--- src/rtl/spi_slave.sv ---
// SPI target: oversamples SCLK/CS_n/MOSI in the clk domain, shifts MSB-first,
// and offers byte-wide RX strobes plus a one-entry TX staging register.
module spi_slave #(
    parameter int SPI_MODE    = 0,
    parameter int SYNC_STAGES = 2
) (
    input  logic       clk,
    input  logic       rst_n,
    input  logic [7:0] i_TX_Byte,
    input  logic       i_TX_DV,
    output logic       o_TX_Ready,
    output logic       o_RX_DV,
    output logic [7:0] o_RX_Byte,
    output logic       o_TX_Underrun,
    input  logic       i_SPI_Clk,
    input  logic       i_SPI_CS_n,
    input  logic       i_SPI_MOSI,
    output logic       o_SPI_MISO,
    output logic       o_SPI_MISO_OE
);

    localparam logic CPOL = (SPI_MODE >= 2) ? 1'b1 : 1'b0;
    localparam logic CPHA = (SPI_MODE == 1 || SPI_MODE == 3) ? 1'b1 : 1'b0;

    typedef enum logic {
        IDLE,
        ACTIVE
    } state_t;

    state_t state, state_next;

    logic [SYNC_STAGES-1:0] sclk_sync, cs_sync, mosi_sync;
    logic       sclk_prev, cs_prev;
    logic       sclk_s, cs_s, mosi_s;
    logic       leading_edge, trailing_edge, sample_edge, shift_edge, cs_fall;

    logic [7:0] stage_byte;
    logic       stage_full;
    logic [7:0] tx_shift;
    logic [7:0] rx_shift;
    logic [2:0] bit_cnt;

    logic       load, load_first, sample_en, shift_en, abort;
    logic       capture, underrun_now;
    logic [7:0] load_byte;

    // Synchronisers idle at the bus rest levels so reset never fakes an edge.
    always_ff @(posedge clk or negedge rst_n) begin
        if (!rst_n) begin
            sclk_sync <= {SYNC_STAGES{CPOL}};
            cs_sync   <= '1;
            mosi_sync <= '0;
            sclk_prev <= CPOL;
            cs_prev   <= 1'b1;
        end else begin
            sclk_sync <= {sclk_sync[SYNC_STAGES-2:0], i_SPI_Clk};
            cs_sync   <= {cs_sync[SYNC_STAGES-2:0], i_SPI_CS_n};
            mosi_sync <= {mosi_sync[SYNC_STAGES-2:0], i_SPI_MOSI};
            sclk_prev <= sclk_sync[SYNC_STAGES-1];
            cs_prev   <= cs_sync[SYNC_STAGES-1];
        end
    end

    assign sclk_s = sclk_sync[SYNC_STAGES-1];
    assign cs_s   = cs_sync[SYNC_STAGES-1];
    assign mosi_s = mosi_sync[SYNC_STAGES-1];

    assign leading_edge  = (sclk_prev == CPOL) && (sclk_s != CPOL);
    assign trailing_edge = (sclk_prev != CPOL) && (sclk_s == CPOL);
    assign sample_edge   = CPHA ? trailing_edge : leading_edge;
    assign shift_edge    = CPHA ? leading_edge : trailing_edge;
    assign cs_fall       = cs_prev && !cs_s;

    always_ff @(posedge clk or negedge rst_n) begin
        if (!rst_n) state <= IDLE;
        else        state <= state_next;
    end

    always_comb begin
        state_next = state;
        load       = 1'b0;
        load_first = 1'b0;
        sample_en  = 1'b0;
        shift_en   = 1'b0;
        abort      = 1'b0;
        case (state)
            IDLE: begin
                if (cs_fall) begin
                    state_next = ACTIVE;
                    load       = 1'b1;
                    load_first = 1'b1;
                end
            end
            ACTIVE: begin
                if (cs_s) begin
                    state_next = IDLE;
                    abort      = 1'b1;
                end else begin
                    sample_en = sample_edge;
                    shift_en  = shift_edge;
                    load      = sample_edge && (bit_cnt == 3'd7);
                end
            end
            default: state_next = IDLE;
        endcase
    end

    // A byte offered in the very cycle of a load goes straight to the shifter.
    assign capture      = i_TX_DV && !stage_full;
    assign load_byte    = stage_full ? stage_byte : (capture ? i_TX_Byte : 8'h00);
    assign underrun_now = load && !stage_full && !capture;

    always_ff @(posedge clk or negedge rst_n) begin
        if (!rst_n) begin
            stage_full <= 1'b0;
            stage_byte <= 8'h00;
        end else if (load) begin
            stage_full <= 1'b0;
        end else if (capture) begin
            stage_full <= 1'b1;
            stage_byte <= i_TX_Byte;
        end
    end

    // tx_shift holds bits not yet driven; CPHA=0 drives bit7 at CS fall itself.
    always_ff @(posedge clk or negedge rst_n) begin
        if (!rst_n) begin
            tx_shift   <= 8'h00;
            o_SPI_MISO <= 1'b0;
        end else if (abort) begin
            tx_shift   <= 8'h00;
            o_SPI_MISO <= 1'b0;
        end else if (load) begin
            if (!CPHA && load_first) begin
                o_SPI_MISO <= load_byte[7];
                tx_shift   <= {load_byte[6:0], 1'b0};
            end else begin
                tx_shift <= load_byte;
            end
        end else if (shift_en) begin
            o_SPI_MISO <= tx_shift[7];
            tx_shift   <= {tx_shift[6:0], 1'b0};
        end
    end

    always_ff @(posedge clk or negedge rst_n) begin
        if (!rst_n) begin
            rx_shift      <= 8'h00;
            bit_cnt       <= 3'd0;
            o_RX_DV       <= 1'b0;
            o_RX_Byte     <= 8'h00;
            o_TX_Underrun <= 1'b0;
        end else begin
            o_RX_DV       <= 1'b0;
            o_TX_Underrun <= underrun_now;
            if (abort) begin
                rx_shift <= 8'h00;
                bit_cnt  <= 3'd0;
            end else if (sample_en) begin
                rx_shift <= {rx_shift[6:0], mosi_s};
                bit_cnt  <= bit_cnt + 3'd1;
                if (bit_cnt == 3'd7) begin
                    o_RX_DV   <= 1'b1;
                    o_RX_Byte <= {rx_shift[6:0], mosi_s};
                end
            end
        end
    end

    assign o_TX_Ready    = !stage_full;
    assign o_SPI_MISO_OE = (state == ACTIVE);

endmodule

--- config.mk ---
export PLATFORM = sky130hd
export DESIGN_NAME = spi_slave
export DESIGN_NICKNAME = d
export VERILOG_FILES = /design/src/rtl/spi_slave.sv
export SDC_FILE = /design/constraint.sdc
export NUM_CORES = 1
export LEC_CHECK = 0
export CAP_MARGIN = 5
export CORE_UTILIZATION = 44
export CTS_BUF_LIST = sky130_fd_sc_hd__clkbuf_4 sky130_fd_sc_hd__clkbuf_8
export CTS_CLUSTER_DIAMETER = 40
export DETAILED_ROUTE_END_ITERATION = 8
export DONT_BUFFER_PORTS = 1
export PLACE_DENSITY_LB_ADDON = 0.25
export SYNTH_ARGS = -nofsm -noshare
export SYNTH_HDL_FRONTEND = slang
export SYNTH_SLANG_ARGS = --single-unit
--- constraint.sdc ---
create_clock -name clk -period 1.84 [get_ports clk]
set_input_delay 0.368 -clock clk [delete_from_list [all_inputs] [get_ports clk]]
set_output_delay 0.368 -clock clk [all_outputs]
set_load 0.005 [all_outputs]
==> results by group <==
Timing
  – Period utilization: a little over nine tenths
  – Hold Slack: between 0.05 and 0.06 ns
  – Max_slew headroom: about 76%
  – Setup-failing EPs final: 0
  – Setup ws final: between 0.06 and 0.07 ns
  – Final min period: 1.772 ns
  – Fin Setup TNS: 0 ns
  – RSZ-0062 raised after global routing: true
  – Slew Viols, Final: 0
  – Slew @ Worst Pin: between 0.3 and 0.4 ns
  – Clk_skew: just under 0.009 ns
  – Max Freq: between 500 and 600 MHz
  – Hold violation count in the final report: 0

Job
  – Max cap viols: 0

Finish
  – NumNets Final: 200
  – Final instance area: ~2300 sq um
  – Layout cells sized above 1: roughly 27%
  – Final Instance Count excl. Fillers: about 240
  – P&R area growth vs syn: 13.43%
  – Ant diodes: 0
  – Final Util: between 50% and 60%

Floorplanning
  – Die width: 70.10 um
  – Initial core utilization: around 46%
  – I/O Pins: 27
  – Num rows: 24
  – DIE HEIGHT: roughly 70 um
  – Core Box Area: approximately 4400 sq um
  – Area of the die: around 4900 sq um

Synthesis
  – Cell area after synthesis: ~2000 sq um
  – Number of synthesized flops with an enable pin: 0
  – Yosys top cell area share: 53.95%
  – Synth area leaders: dfrtp_1, mux2_4, nand2_1
  – Syn_nets: around 180
  – Post-synthesis sequential area ratio: 57.82%
  – Post-Syn Area per Cell: about 12 sq um
  – Synth Flop Type: dfrtp_1
  – Post-synthesis register bit count: 47
  – Gate Count Post-Synth: 167
  – YS warnings: 0
  – Area leader, netlist: dfrtp_1
  – Post-synth cell types: 36
  – Post-synth ARST share: between 90% and 100%

Placement
  – Placed Area: between 2000 and 2500 sq um
  – Dpl hpwl: 2659 um
  – GPL Wtd Cong: a little under 0.8
  – IO Port Bufs: 0
  – DP Cell Count: ~220
  – Pre-CTS setup slack: ~0.0074 ns

Power
  – Lkg Pwr: approximately 1.1 nW
  – Power Dens Cells: 922.4 nW/um^2
  – Total power: 2.135 mW
  – Peak VDD IR: 446.1 uV

Worst setup path
  – Crit path DAT: approximately 2.0 ns
  – R2r setup slk: 0.07 ns
  – R2R depth: 6
  – Worst Setup End Kind: flop
  – Crit path kind: reg -> reg
  – CP required: ~2.0 ns
  – Worst reg2reg endpoint: stage_byte[3]$_DFFE_PN0P_
  – CP max FO: 8
  – RR Startpoint: bit_cnt[0]$_DFFE_PN0P_
  – Crit start category: flop

Min path
  – Hold Crit Endpoint: cs_sync[0]$_DFF_PN1_
  – Hold Startpoint: i_SPI_CS_n
  – Cells on Worst Hold Path: 0
  – Hold WC Path Type: in -> reg

CTS
  – Clock Latency Late Sink: 0.30 ns
  – Clk root buf: clkbuf_8
  – Num CTS Buffers: 5
  – Worst-path clk slew: around 0.09 ns
  – CTS tree: done
  – Clock tree buffer depth: 2
  – CTS H-tree lvls: 2
  – CTS sink count: 47

Route
  – DR vias: between 1000 and 1500
  – DRT iter0 DRCs: 86
  – Vias per inst: around 5.6
  – Total Wirelength: approximately 3900 um
  – DRT Pass-1 Iters: 4
  – DRC viols: 0
  – Drt wl/cell: roughly 16 um
  – Final antenna-violating net count: 0

Run status
  – Status: finished, final reports clean

Global routing
  – First-pass GRT wire length: roughly 6400 um
  – Vias in the first global route: between 1000 and 1500
  – Overall Global Routing Usage: between 10% and 20%
  – Initial antenna violation count: 0
  – GRT Residual Overflow: 0
  – Largest net degree at the start of global routing: 48
worst max-delay path by stage:
stage,depth (start not counted),start,to,slack [ns]
floorplan,6,bit_cnt[0]$_DFFE_PN0P_,stage_byte[0]$_DFFE_PN0P_,0.08
global placement,6,bit_cnt[0]$_DFFE_PN0P_,stage_byte[4]$_DFFE_PN0P_,0.06
detailed placement,6,bit_cnt[0]$_DFFE_PN0P_,stage_byte[0]$_DFFE_PN0P_,0.007
CTS,6,bit_cnt[0]$_DFFE_PN0P_,stage_byte[3]$_DFFE_PN0P_,0.01
global route,6,bit_cnt[0]$_DFFE_PN0P_,stage_byte[7]$_DFFE_PN0P_,-0.02
finish,6,bit_cnt[0]$_DFFE_PN0P_,stage_byte[3]$_DFFE_PN0P_,0.07
metal layers:
metal / wire length (um) / vias to the layer above / GRT usage (%)
met3: 237 / 7 / 5.916
met2: 1980 / 34 / 28.10
met1: 1635 / 672 / 20.61
met5: 0 / - / 0
met4: 48 / 0 / 6.000
li1: - / 621 / -
registers in the layout, summed over array words and instances (netlist names), 2 cells and up:
register and flops:
o_RX_Byte 8, stage_byte 8, tx_shift 8, rx_shift 7, bit_cnt 3, cs_sync 2, mosi_sync 2, sclk_sync 2
timing repair:
| item | in CTS | in global routing |
|---|---|---|
| endpoints found under the hold margin | 47 | 0 |
| endpoints found under the setup margin | 7 | 16 |
| pin swaps | 1 | 3 |
| gates resized for setup | 0 | 3 |
| buffers inserted | 0 | 4 |
| hold buffers | 2 | 0 |
kinds of logic (layout without fill, tap and decap cells):
| kind of cell | after synthesis | after routing | share of synthesized area, % |
|---|---|---|---|
| simple gates | 52 | 52 | 12.81 |
| flops | 47 | 47 | 57.82 |
| compound gates | 38 | 38 | 14.22 |
| mux | 18 | 18 | 11.28 |
| buf+inv | 10 | 28 | 2.637 |
| fa+ha+maj | 2 | 2 | 1.226 |
where the power goes:
part | switching, mW | internal (mW) | leakage, nW
combinational | 0.139 | 0.171 | 0.430
sequential | 0.0639 | 1.13 | 0.605
clock | 0.358 | 0.272 | 0.0485
layout make-up:
class	count	area (sq um)
inverter	2	7.507
sequential	47	1180
fill	401	2100
clock buffer	5	68.82
timing repair buffer	18	157.7
tap	52	65.06
clock inverter	3	22.52
multi-input combinational	110	813.3
cells in the final DEF (no fill, tap or decap), types with 2 or more instances in the layout:
| master | count |
|---|---|
| a221o_1 | 7 |
| a22oi_1 | 8 |
| buf_4 | 16 |
| clkbuf_8 | 5 |
| dfrtp_1 | 44 |
| dfstp_2 | 3 |
| ha_2 | 2 |
| inv_1 | 2 |
| mux2_1 | 3 |
| mux2_2 | 5 |
| mux2_4 | 8 |
| mux2i_1 | 2 |
| nand2_1 | 29 |
| nor2_1 | 10 |
| nor2b_1 | 4 |
| o21ai_0 | 6 |
| o21ai_1 | 9 |
synthesized netlist by cell type (2+ instances only):
cell      instances
a221o_1           7
a22oi_1           8
buf_2             4
clkbuf_1          2
dfrtp_1          44
dfstp_2           3
ha_1              2
inv_1             2
mux2_1            3
mux2_2            5
mux2_4            8
mux2i_1           2
nand2_1          29
nor2_1           10
nor2b_1           4
o21ai_0           6
o21ai_1           9
critical path: stages, from the launching register on:
cell,delay (ns)
dfrtp_1,0.40
ha_2,0.17
ha_2,0.16
and3b_2,0.24
a21boi_4,0.25
nand2_8,0.12
mux2_4,0.31
No activity file was read; power rests on OpenSTA's default activity.
